==> config.mk <==
export PLATFORM = sky130hd
export DESIGN_NAME = adc_sample_packer
export DESIGN_NICKNAME = d
export VERILOG_FILES = /design/src/rtl/acq_pkg.sv /design/src/rtl/sync_fifo_fwft.sv /design/src/rtl/adc_sample_packer.sv
export SDC_FILE = /design/constraint.sdc
export NUM_CORES = 1
export LEC_CHECK = 0
export BUFFER_PORTS_ARGS = -buffer_cell sky130_fd_sc_hd__buf_2
export CAP_MARGIN = 10
export CORE_ASPECT_RATIO = 0.8
export CORE_MARGIN = 2
export CORE_UTILIZATION = 35
export CTS_CLUSTER_SIZE = 40
export DETAILED_ROUTE_END_ITERATION = 16
export PLACE_DENSITY = 0.57
export SLEW_MARGIN = 20
export SYNTH_ARGS = -nofsm -noshare
export SYNTH_HDL_FRONTEND = slang
export SYNTH_SLANG_ARGS = --single-unit
==> constraint.sdc <==
create_clock -name clk -period 4.5 [get_ports clk]
set_input_delay 0.675 -clock clk [delete_from_list [all_inputs] [get_ports clk]]
set_output_delay 0.675 -clock clk [all_outputs]
set_load 0.01 [all_outputs]
==> src/rtl/acq_pkg.sv <==
// Shared types and widths for the ADC acquisition path.
package acq_pkg;

  localparam int unsigned WORD_W   = 32;
  localparam int unsigned SAMPLE_W = 16;

  typedef enum logic [1:0] {
    IDLE  = 2'd0,
    RUN   = 2'd1,
    DRAIN = 2'd2,
    DONE  = 2'd3
  } state_t;

  typedef struct packed {
    logic              last;
    logic [WORD_W-1:0] data;
  } axis_word_t;

endpackage

==> src/rtl/sync_fifo_fwft.sv <==
// First-word-fall-through FIFO of stream words (data + last); head is visible while not empty.
module sync_fifo_fwft
  import acq_pkg::*;
#(
  parameter int unsigned DEPTH = 2
) (
  input  logic       clk,
  input  logic       rst_n,
  input  logic       flush,
  input  logic       push,
  input  axis_word_t din,
  input  logic       pop,
  output axis_word_t dout,
  output logic       full,
  output logic       empty
);

  localparam int unsigned AW = $clog2(DEPTH);

  axis_word_t     mem [DEPTH];
  logic [AW:0]    wr_ptr;
  logic [AW:0]    rd_ptr;
  logic           wr_en;
  logic           rd_en;

  assign empty = (wr_ptr == rd_ptr);
  assign full  = (wr_ptr[AW] != rd_ptr[AW]) && (wr_ptr[AW-1:0] == rd_ptr[AW-1:0]);
  assign rd_en = pop && !empty;
  // A push into a full FIFO is only legal when the head leaves on the same edge.
  assign wr_en = push && (!full || rd_en);
  assign dout  = mem[rd_ptr[AW-1:0]];

  always_ff @(posedge clk or negedge rst_n) begin
    if (!rst_n) begin
      wr_ptr <= '0;
      rd_ptr <= '0;
      for (int unsigned i = 0; i < DEPTH; i++) mem[i] <= '0;
    end else if (flush) begin
      wr_ptr <= '0;
      rd_ptr <= '0;
    end else begin
      if (wr_en) begin
        mem[wr_ptr[AW-1:0]] <= din;
        wr_ptr              <= wr_ptr + (AW+1)'(1);
      end
      if (rd_en) rd_ptr <= rd_ptr + (AW+1)'(1);
    end
  end

endmodule

==> src/rtl/adc_sample_packer.sv <==
// Packs pairs of sign-extended ADC samples into 32-bit AXI-Stream words.
// Define ADC_SAMPLE_PACKER_TEST_PATTERN_EN to replace adc_data with an internal 16-bit ramp.
module adc_sample_packer
  import acq_pkg::*;
#(
  parameter int unsigned ADC_W      = 14,
  parameter int unsigned FIFO_DEPTH = 2
) (
  input  logic              clk,
  input  logic              rst_n,
  input  logic              rst_pck,
  input  logic [31:0]       nb_of_sample,
  input  logic [ADC_W-1:0]  adc_data,
  input  logic              adc_valid,
  output logic [WORD_W-1:0] m_axis_tdata,
  output logic              m_axis_tvalid,
  input  logic              m_axis_tready,
  output logic              m_axis_tlast,
  output logic              done,
  output logic              overflow,
  output logic [31:0]       sample_cnt
);

  state_t              state, state_nxt;
  logic [31:0]         n_lat;
  logic [SAMPLE_W-1:0] pair_lo;
  logic                half;
  logic                last_pend;
  logic [WORD_W-1:0]   last_word;

  logic [SAMPLE_W-1:0] sample_c;
  logic                accept_c;
  logic                is_last_c;
  logic                word_done_c;
  logic [WORD_W-1:0]   word_c;
  logic [31:0]         cnt_inc_c;
  logic                space_c;
  logic                fifo_push_c;
  logic                fifo_pop_c;
  axis_word_t          fifo_din_c;
  axis_word_t          fifo_dout;
  logic                fifo_full;
  logic                fifo_empty;

`ifdef ADC_SAMPLE_PACKER_TEST_PATTERN_EN
  logic [SAMPLE_W-1:0] ramp;

  assign sample_c = ramp;

  // Ramp restarts at 0 for every run and advances per accepted sample.
  always_ff @(posedge clk or negedge rst_n) begin
    if (!rst_n)                       ramp <= '0;
    else if (rst_pck || state == IDLE) ramp <= '0;
    else if (accept_c)                ramp <= ramp + SAMPLE_W'(1);
  end
`else
  assign sample_c = SAMPLE_W'($signed(adc_data));
`endif

  assign accept_c    = (state == RUN) && adc_valid;
  assign cnt_inc_c   = sample_cnt + 32'd1;
  assign is_last_c   = accept_c && (cnt_inc_c == n_lat);
  assign word_done_c = accept_c && (half || is_last_c);
  assign word_c      = half ? {sample_c, pair_lo} : {SAMPLE_W'(0), sample_c};

  assign fifo_pop_c    = m_axis_tvalid && m_axis_tready;
  assign space_c       = !fifo_full || fifo_pop_c;
  assign m_axis_tvalid = !fifo_empty;
  assign m_axis_tdata  = fifo_dout.data;
  assign m_axis_tlast  = fifo_dout.last;

  // New words go straight into the buffer; a deferred final word waits for space.
  always_comb begin
    fifo_push_c = 1'b0;
    fifo_din_c  = '0;
    if (word_done_c) begin
      fifo_din_c  = '{last: is_last_c, data: word_c};
      fifo_push_c = space_c;
    end else if (last_pend) begin
      fifo_din_c  = '{last: 1'b1, data: last_word};
      fifo_push_c = space_c;
    end
  end

  sync_fifo_fwft #(.DEPTH(FIFO_DEPTH)) u_fifo (
    .clk   (clk),
    .rst_n (rst_n),
    .flush (rst_pck),
    .push  (fifo_push_c),
    .din   (fifo_din_c),
    .pop   (fifo_pop_c),
    .dout  (fifo_dout),
    .full  (fifo_full),
    .empty (fifo_empty)
  );

  always_ff @(posedge clk or negedge rst_n) begin
    if (!rst_n) state <= IDLE;
    else        state <= state_nxt;
  end

  always_comb begin
    state_nxt = state;
    if (rst_pck) begin
      state_nxt = IDLE;
    end else begin
      unique case (state)
        IDLE:    state_nxt = (nb_of_sample == 32'd0) ? DONE : RUN;
        RUN:     if (is_last_c) state_nxt = DRAIN;
        DRAIN:   if (fifo_pop_c && m_axis_tlast) state_nxt = DONE;
        DONE:    state_nxt = DONE;
        default: state_nxt = IDLE;
      endcase
    end
  end

  // Run bookkeeping: count latch, pairing, sticky flags.
  always_ff @(posedge clk or negedge rst_n) begin
    if (!rst_n) begin
      n_lat      <= '0;
      sample_cnt <= '0;
      pair_lo    <= '0;
      half       <= 1'b0;
      last_pend  <= 1'b0;
      last_word  <= '0;
      done       <= 1'b0;
      overflow   <= 1'b0;
    end else if (rst_pck) begin
      sample_cnt <= '0;
      pair_lo    <= '0;
      half       <= 1'b0;
      last_pend  <= 1'b0;
      last_word  <= '0;
      done       <= 1'b0;
      overflow   <= 1'b0;
    end else begin
      if (state == IDLE) n_lat <= nb_of_sample;
      if (accept_c) begin
        sample_cnt <= cnt_inc_c;
        if (!half && !is_last_c) begin
          pair_lo <= sample_c;
          half    <= 1'b1;
        end else begin
          half    <= 1'b0;
        end
      end
      if (word_done_c && !space_c) begin
        if (is_last_c) begin
          last_pend <= 1'b1;
          last_word <= word_c;
        end else begin
          overflow  <= 1'b1;
        end
      end
      if (last_pend && !word_done_c && space_c) last_pend <= 1'b0;
      if (state == DONE) done <= 1'b1;
    end
  end

endmodule

---- Word-level counts from Yosys, hierarchy flattened ----
Cells that the tools add are included.
cells by class
  add/sub/neg operators ................... 3
  order comparisons ....................... 3
  equality and inequality tests ........... 10
  multiplexer cells ....................... 40
  bitwise logic cells ..................... 3
  reductions and logical operators ........ 40
operator list
  kind                     number
  $mux W33                 6
  $mux W32                 6
  $bwmux W66               1
  $mux W16                 3
  $demux W33 S1            1
  $add A32 B1 Y32 const B  1
  $eq A32 B32 Y1           1
  $logic_not A32 Y1        1
  $mux W2                  8
  $mux W1                  14
  $reduce_and A2 Y1        7
  $reduce_bool A2 Y1       7
  $logic_and A1 B1 Y1      13
  $pmux W2 S4              1
  $logic_not A1 Y1         6
  $ne A3 B3 Y1 const B     2
  $reduce_bool A3 Y1       2
  $add A2 B1 Y2 const B    2
  $eq A2 B2 Y1 const B     2
  $ge A2 B2 Y1 const B     2
  $not A1 Y2               2
  $logic_or A1 B1 Y1       3
  $eq A2 B1 Y1 const B     1
  $eq A2 B2 Y1             1
  other kinds (6)          6
word-level totals
  flip-flop bits (word level) ............. 188
  input port bits ......................... 51
  word-level logic and storage cells ...... 114

---- Logic depth before layout (Yosys ltp) ----
Gate-level depths: netlist (run 1).
  depth in word-level cells ............... 10
  depth in mapped cells ................... 13
  gate-level depth less buffers ........... 10

---- Cells and area by module ----
Synthesis (run 1) repeated with hierarchy kept, for this count alone.
unflattened totals
  cells, all modules ...................... 892
  area total of the unflattened synthesis .. 10067.2 um2
by module, submodules not included
  module             times used  cells each  area each (um2)  seq. area each (um2)
  adc_sample_packer  1           679         6729.0           2802.7
  sync_fifo_fwft     1           213         3338.2           1751.7

---- Worst setup path before layout (run 1) ----
Ideal clock, no wire load.
  kind .................................... register to register
  start ................................... register sample_cnt[0]
  end ..................................... register u_fifo.mem[54] in the netlist's numbering
  arrival time ............................ 3.173 ns
  path slack .............................. 1.201 ns
  cell stages (with the launch flop) ...... 14
  period minus slack after synthesis ...... 3.299 ns
  cells stage by stage .................... dfrtp_1 ha_1 buf_4 nand4_1 nor3_1 mux2i_1 o211ai_1 or4_4 or4_1 buf_2 a31oi_4 buf_4 buf_6 a21oi_1
between the ends
  word-level cells in the longest chain between the ends .. 8
  elaborated cells on any way between the ends .. 10
  classes of those cells .................. 1 x add/sub; 1 x eq/ne; 3 x mux; 5 x reduce/logical
ends and longest elaborated chain
  item                                line                      RTL
  start: declaration                  adc_sample_packer.sv:21   output logic [31:0] sample_cnt
  start signal: assignment            adc_sample_packer.sv:139  sample_cnt <= cnt_inc_c;
  $add A32 B1 Y32 (*)                 adc_sample_packer.sv:61   assign cnt_inc_c = sample_cnt + 32'd1;
  $eq A32 B32 Y1 (*)                  adc_sample_packer.sv:62   assign is_last_c = accept_c && (cnt_inc_c == n_lat);
  $logic_and A1 B1 Y1 (*)             adc_sample_packer.sv:62
  $logic_or A1 B1 Y1 (*)              adc_sample_packer.sv:63   assign word_done_c = accept_c && (half || is_last_c);
  $logic_and A1 B1 Y1 (*)             adc_sample_packer.sv:63
  $mux W1                             adc_sample_packer.sv:76   if (word_done_c) begin
  $logic_and A1 B1 Y1                 sync_fifo_fwft.sv:30      assign wr_en = push && (!full || rd_en);
  $reduce_and A2 Y1 (no source line)  -
  end signal: indexed assignment      sync_fifo_fwft.sv:43      mem[wr_ptr[AW-1:0]] <= din;
  end: declaration                    sync_fifo_fwft.sv:20      axis_word_t mem [DEPTH];
Every way passes the cells marked *; elsewhere a longest branch is shown, timed or not.
A chain may end at the register's enable or synchronous reset.

---- Worst setup path after layout (run 1) ----
  start ................................... register sample_cnt[2]
  end ..................................... register u_fifo.mem[41] in the netlist's numbering
Same word-level chain as after synthesis.

==> impl_results.md, run 1 <==
- Critical register-to-register path startpoint: sample_cnt[2]
- Unrepaired setup endpoints after global routing: false
- Post-synthesis async set-or-reset flop share: 1.00
- Die area: 27,000 um^2
- Kind of capture point of the worst setup path: flop
- Post-CTS Repair Setup Buffers: 0
- Maximum achievable frequency: 270 MHz
- Grt total ovfl: 0
- Final non-filler cell area: 10,400 um^2
- Global-route wire length before repair: 39,400 um
- TritonCTS clock tree: yes
- Capture point of the worst reg-to-reg path: u_fifo.mem[41]
- DRC errors left: 0
- Depth of the worst register-to-register path: 10
- Count of flip-flops with a built-in enable after synthesis: 0
- Classification of the worst setup path: reg2reg
- Transition at the pin with the smallest max-transition slack: 857 ps
- Post-Syn Nets: 955
- Critical path data arrival time: 4060 ps
- Number of buffers inserted during clock tree synthesis: 17
- Critical-path top delay cell: sky130_fd_sc_hd__or4_1
- Number of vias per cell: 5.30
- Maxcap violations: 0
- Seq cells post-synth: 174
- Outcome: finished, final reports clean
- Family of cells with the greatest summed delay on the critical path: simple AND/OR/NAND/NOR gates
- Worst Clk Skew: 13.0 ps
- Final Slew Violations: 0
- Part of the Yosys area used for sequential elements: 0.485
- Total of cells resized after clock tree synthesis: 0
- Fin nets: 1,042
- Count of input and output buffers: 118
- Pin count of the biggest net entering global routing: 93
- Number of routed nets with antenna violations: 0
- Dpl cell area: 9820 um^2
- Area Growth Syn to Fin: 16.3%
- Worst Path Buf+Inv: 1
- Antenna cells: 0
- Pwr Total: 3990 uW
- Clock slew seen by the registers of the worst setup and hold paths: 80 ps
- Cell-by-cell trace of the critical path: nand3_2, nor4_4, nand4_1, a211oi_1, nand4_1, or4_1, a31oi_4, buf_12, nor2_1, a21oi_1
- Layout filler cell count: 2,478
- Most frequent CP cell: sky130_fd_sc_hd__nand4_1
- Total via count after detailed routing: 7,029
- Number of antenna violations at the first check in global routing: 0
- Initial core utilization: 0.356
- Required time of the critical path: 4850 ps
- Synthesized netlist cell count: 903
- Tcrit/Tclk final: 0.823
- Netlist Area Pre-Place: 8980 um^2
- Setup slack of the worst register-to-register path: 800 ps
- Root buffer cell: sky130_fd_sc_hd__clkbuf_16
- Fraction of layout cells with a size suffix above 1: 0.260
- Clock H-tree levels: 4
- Final min period: 3700 ps
- Routability congestion estimate: 0.884
- Average wire per standard cell: 18.2 um
- Violation count after the first detailed-route iteration: 513
- Die X-Extent: 183 um
- Number of hold violations in the final report: 0
- Total of endpoints with negative setup slack in the final report: 0
- Clock insertion delay at the later pin of the skew report: 430 ps
- CP max FO: 59
- Clock net sink count: 174
- Peak ir drop on the vdd network: 0.246 mV
- Number of global-route vias before repair: 6,868
- Yosys warnings: 0
- Die Span Y: 147 um
- Number of placement rows: 52
- Delay contributed by the slowest stage of the critical path: 680 ps
- Setup TNS: 0 ps
- Most frequently used flop master after synthesis: sky130_fd_sc_hd__dfrtp_1
- Type of the most critical hold path: in2async
- Relative slew margins: 0.423
- Leakage Power: 0.00442 uW
- Total detailed-routing wirelength: 24,200 um
- Core footprint: 25,200 um^2
- I/O pin total: 119
- Drt first pass iters: 5
- Total global routing track utilization: 0.187
- Pwr Density: 382 nW/um^2
- Post-Synthesis Mean Instance Area: 9.95 um^2
- CTS Hold Buffers Added: 0
- Distinct cell type count after synthesis: 54
- Half-perimeter wire length of the detailed placement result: 16,600 um
- Category of the worst setup path launch point: flop
- Clock tree buffer depth: 2
sequential cells by signal (all words and copies together), names as in the netlist, 2 cells and up:
signal and flops:
sample_cnt 32, pair_lo 14, last_word 28, state 2, u_fifo.mem 58, u_fifo.rd_ptr 2, n_lat 32, u_fifo.wr_ptr 2
metrics by stage:
step                utilization  worst slack [ps]  cells  hold WS, ps
global route              0.414               510   1327          378
floorplan                     -              1200    903          379
detailed placement        0.389               853   1295          465
CTS                       0.414               828   1327          353
global placement          0.389               895   1295          456
finish                    0.414               797   1327          326
worst max-delay path by stage:
stage                  startpoint             end  slack, ps  depth (start not counted)
floorplan           sample_cnt[0]  u_fifo.mem[54]       1200                         13
CTS                 sample_cnt[2]  u_fifo.mem[41]        830                         10
finish              sample_cnt[2]  u_fifo.mem[41]        800                         10
global placement    sample_cnt[3]  u_fifo.mem[34]        900                         10
detailed placement  sample_cnt[2]  u_fifo.mem[33]        850                         10
global route        sample_cnt[3]  u_fifo.mem[44]        510                         10
per-layer routing:
layer / vias to the layer above / track usage / part of all wire
met5: - / 0 / 0
met4: 0 / 0.0492 / 0.013
met3: 21 / 0.0332 / 0.052
met2: 193 / 0.258 / 0.42
met1: 3460 / 0.297 / 0.52
li1: 3355 / - / -
cells by family (layout without fill, tap and decap cells):
family / after synthesis / count (layout) / share of synthesized area
compound gates: 172 / 172 / 0.113
buf+inv: 74 / 174 / 0.0393
flops: 174 / 174 / 0.485
mux: 92 / 92 / 0.113
simple gates: 319 / 319 / 0.178
xor+xnor: 71 / 71 / 0.0708
fa+ha+maj: 1 / 1 / 0.00139
layout by cell type (no fill, tap or decap), drive strengths merged, types with 6 or more instances in the layout:
master and n:
a21oi 79, a22oi 30, a31oi 6, and3 7, buf 136, clkbuf 18
dfrtp 174, inv 14, mux2 75, mux2i 17, nand2 102, nand3 37
nand4 18, nor2 84, nor3 14, nor4 19, o21ai 40, or3 12
or4 6, xnor2 38, xor2 32
area by class of cell:
class | count | area, um^2 | area share
flip-flops and latches | 174 | 4350 | 0.417
multi-input cells | 655 | 4290 | 0.411
repair buffers | 136 | 744 | 0.0713
clock buffers | 18 | 429 | 0.0411
well taps | 324 | 405 | 0.0388
clock inverters | 14 | 195 | 0.0187
inverters | 6 | 22.5 | 0.00216
synthesized netlist by cell type, drive strengths merged, types with 5 or more instances:
| cell | number | share of area |
|---|---|---|
| mux2i | 17 | 0.019 |
| or4 | 6 | 0.0054 |
| dfrtp | 174 | 0.48 |
| nor3 | 14 | 0.0089 |
| a21oi | 79 | 0.044 |
| nand2 | 102 | 0.043 |
| o21ai | 40 | 0.022 |
| a31oi | 6 | 0.0059 |
| and2 | 5 | 0.0035 |
| or3 | 12 | 0.0084 |
| nand3 | 37 | 0.022 |
| buf | 27 | 0.020 |
| a22oi | 30 | 0.025 |
| xor2 | 32 | 0.031 |
| mux2 | 75 | 0.094 |
| nor4 | 19 | 0.020 |
| and3 | 7 | 0.0049 |
| xnor2 | 38 | 0.037 |
| clkbuf | 41 | 0.017 |
| nand4 | 18 | 0.014 |
| inv | 6 | 0.0025 |
| nor2 | 84 | 0.035 |
report_power, final:
part	internal (uW)	switching (uW)
Combinational	300	331
Sequential	1690	85.7
Clock	899	684
(Power assumes the default switching activity.)
==> run 2, diff against run 1 <==
clock period = 3.5 ns   (was 4.5 ns; I/O delays follow)
==> run 2 against run 1 <==
Fmax grew 9.4%. Sequential share of layout area fell by 1.9 points. Utilization grew 2.0 points. Clock skew increased by 5.9 ps. Die area unchanged. Critical endpoint is now u_fifo.wr_ptr[0]. Non-clock buffer count up 58. Worst setup slack got worse by 680 ps. Combinational power up 32%. Critical path type unchanged. Power up 23%. Wire length increased by 5.7%. Register-to-register slack got worse by 680 ps. Flip-flop and latch count unchanged.
==> impl_results.md, run 2 (synthesis gave the netlist of run 1 again) <==
- Outcome: finished, final reports clean
- Global-route wire length before repair: 40,800 um (+3.7%)
- Maximum achievable frequency: 295 MHz (+9.4%)
- Total of endpoints with negative setup slack in the final report: 0 (unchanged)
- Most common cell after layout, fill and taps aside: sky130_fd_sc_hd__dfrtp_1
- Antenna cells: 0 (unchanged)
- Number of placement rows: 52 (unchanged)
- Pint: 3520 uW (+22%)
- DRC errors left: 0 (unchanged)
- Core footprint: 25,200 um^2 (unchanged)
- Pwr Density: 449 nW/um^2 (+17%)
- Dpl cell area: 10,300 um^2 (+4.5%)
- TritonCTS clock tree: yes
- Pwr Total: 4920 uW (+23%)
- Largest registers ranked by flip-flop count: u_fifo.mem: 58 flops, n_lat: 32 flops, sample_cnt: 32 flops
- Clock H-tree levels: 4 (unchanged)
- Violation count after the first detailed-route iteration: 471 (-8.2%)
- Number of hold violations in the final report: 0 (unchanged)
- Share of total power in sequential cells: 0.466 (+0.021)
- Classification of the worst setup path: reg2reg
- Count of input and output buffers: 118 (unchanged)
- Total detailed-routing wirelength: 25,600 um (+5.7%)
- Initial core utilization: 0.356 (unchanged)
- Worst Clk Skew: 18.9 ps (+5.95 ps)
- Root buffer cell: sky130_fd_sc_hd__clkbuf_16
- Clock tree buffer depth: 2 (unchanged)
- Clock insertion delay at the later pin of the skew report: 440 ps (about the same)
- Grt total ovfl: 0 (unchanged)
- CP max FO: 17 (-71%)
- Number of antenna violations at the first check in global routing: 0 (unchanged)
- Transition at the pin with the smallest max-transition slack: 779 ps (-77.8 ps)
- CTS Hold Buffers Added: 0 (unchanged)
- Slack of the critical path: 114 ps (-683 ps)
- Family of cells with the greatest summed delay on the critical path: simple AND/OR/NAND/NOR gates
- Commonest non-fill, non-tap cells in the layout: sky130_fd_sc_hd__dfrtp_1, sky130_fd_sc_hd__buf_2, sky130_fd_sc_hd__nand2_1
- Leakage Power: 0.00473 uW (+6.9%)
- Critical path data arrival time: 3740 ps (-320 ps)
- Die area: 27,000 um^2 (unchanged)
- Fraction of layout cells with a size suffix above 1: 0.306 (+0.0457)
- Switching power: 1400 uW (+27%)
- Flip-flop count of the largest register, all copies and words added: 58 (unchanged)
- Number of routed nets with antenna violations: 0 (unchanged)
- Maxcap violations: 0 (unchanged)
- Type of the most critical hold path: in2async
- Cell-by-cell trace of the critical path: buf_4, and3_1, nand3_1, nor4_1, buf_4, mux2i_1, nand4_1, or4_4, a31oi_4, buf_4, clkbuf_16, o21bai_1
- Worst Path Buf+Inv: 4 (+3)
- Most flops, register: u_fifo.mem
- Final non-filler cell area: 11,000 um^2 (+4.9%)
- Area Growth Syn to Fin: 21.9%
- Final min period: 3390 ps (-317 ps)
- Share of power burned in the clock network: 0.365 (-0.031)
- Final Slew Violations: 0 (unchanged)
- Critical-path top delay cell: sky130_fd_sc_hd__or4_4
- Worst Setup Slack post-DPL: 4.19 ps (-848 ps)
- Half-perimeter wire length of the detailed placement result: 17,900 um (+7.4%)
- Die Span Y: 147 um (unchanged)
- Pin count of the biggest net entering global routing: 79 (-15%)
- Peak ir drop on the vdd network: 0.336 mV (+37%)
- Die X-Extent: 183 um (unchanged)
- Fraction of power spent switching nets: 0.284 (+0.00828)
- Routability congestion estimate: 0.845 (-4.4%)
- Drt first pass iters: 5 (unchanged)
- Total global routing track utilization: 0.194 (+0.00657)
- Number of buffers inserted during clock tree synthesis: 17 (unchanged)
- Required time of the critical path: 3860 ps (-990 ps)
- Clock net sink count: 174 (unchanged)
- Delay contributed by the slowest stage of the critical path: 620 ps (-60 ps)
- Kind of capture point of the worst setup path: flop
- Combinational cell fraction of total power: 0.169 (+0.011)
- I/O pin total: 119 (unchanged)
- Clock slew seen by the registers of the worst setup and hold paths: 70 ps (about the same)
- Number of global-route vias before repair: 7,202 (+4.9%)
- Fin nets: 1,100 (+5.6%)
- Total via count after detailed routing: 7,311 (+4.0%)
- Relative slew margins: 0.476 (+0.0524)
- Number of vias per cell: 5.29 (-0.20%)
- Tcrit/Tclk final: 0.967 (+0.145)
- Category of the worst setup path launch point: flop
- Average wire per standard cell: 18.5 um (+1.5%)
- Most frequent CP cell: sky130_fd_sc_hd__buf_4
- Layout filler cell count: 2,430 (-1.9%)
==> run 2: cell types whose count changed in the layout (fill, tap and decap cells not counted), sizes merged <==
cell      previous run  this run
inv                 14         9
clkinv               2         6
clkbuf              18        20
buf                136       193
bufinv               3         0
clkinvlp             1         2
==> run 2: area by class of cell <==
type | count | area, um^2 | share of cell area
multi-input cells | 655 | 4360 | 0.398
flip-flops and latches | 174 | 4360 | 0.398
repair buffers | 194 | 1270 | 0.116
clock buffers | 19 | 453 | 0.0414
well taps | 324 | 405 | 0.0370
clock inverters | 11 | 86.3 | 0.00788
inverters | 6 | 22.5 | 0.00206
==> run 2: worst reg2reg max path, cell delays in order (launching register included) <==
cell and delay, ps:
sky130_fd_sc_hd__dfrtp_1 420, sky130_fd_sc_hd__buf_4 160, sky130_fd_sc_hd__and3_1 260, sky130_fd_sc_hd__nand3_1 180
sky130_fd_sc_hd__nor4_1 270, sky130_fd_sc_hd__buf_4 160, sky130_fd_sc_hd__mux2i_1 240, sky130_fd_sc_hd__nand4_1 250
sky130_fd_sc_hd__or4_4 620, sky130_fd_sc_hd__a31oi_4 250, sky130_fd_sc_hd__buf_4 180, sky130_fd_sc_hd__clkbuf_16 190
sky130_fd_sc_hd__o21bai_1 130
==> run 2: metrics by stage <==
step | cells | setup TNS (ps) | util | hold WS [ps]
floorplan | 903 | 0 | - | 229
global placement | 1345 | -118 | 0.406 | 459
detailed placement | 1345 | 0 | 0.407 | 464
CTS | 1375 | 0 | 0.428 | 163
global route | 1383 | -670 | 0.434 | 193
finish | 1383 | 0 | 0.434 | 133
==> run 2: final timing paths <==
path | cells after the start | slack [ps] | from | to
setup / recovery | 12 | 110 | sample_cnt[1] | u_fifo.wr_ptr[0]
max in group asynchronous | 2 | 2550 | rst_n | u_fifo.mem[44]
hold reg to reg | 2 | 480 | u_fifo.mem[26] | u_fifo.mem[26]
min in group clk | 2 | 320 | nb_of_sample[7] | n_lat[7]
setup reg to reg | 12 | 110 | sample_cnt[1] | u_fifo.wr_ptr[0]
hold / removal | 1 | 130 | rst_n | last_word[5]
==> run 2: power by group through the flow <==
stage                     clock (uW)  combinational (uW)  sequential, uW
after floorplan                    0                 538            2290
after global placement             0                 827            2320
after detailed placement           0                 832            2330
after CTS                       1840                 838            2290
after global routing            1920                 924            2310
final                           1800                 833            2290
==> run 2: repair_timing <==
action,CTS,global route
gates cloned,0,1
gates resized for setup,1,9
setup buffers,0,7
setup endpoints to repair,2,76
pin swaps,0,6
==> run 2: metal layers <==
metal  wire length [um]  vias up  track usage  share of wire
li1                   -     3475            -              -
met1              13100     3609        0.300           0.51
met2              10700      196        0.271           0.42
met3               1280       31       0.0362          0.050
met4                474        0       0.0576          0.019
met5                  0        -            0              0
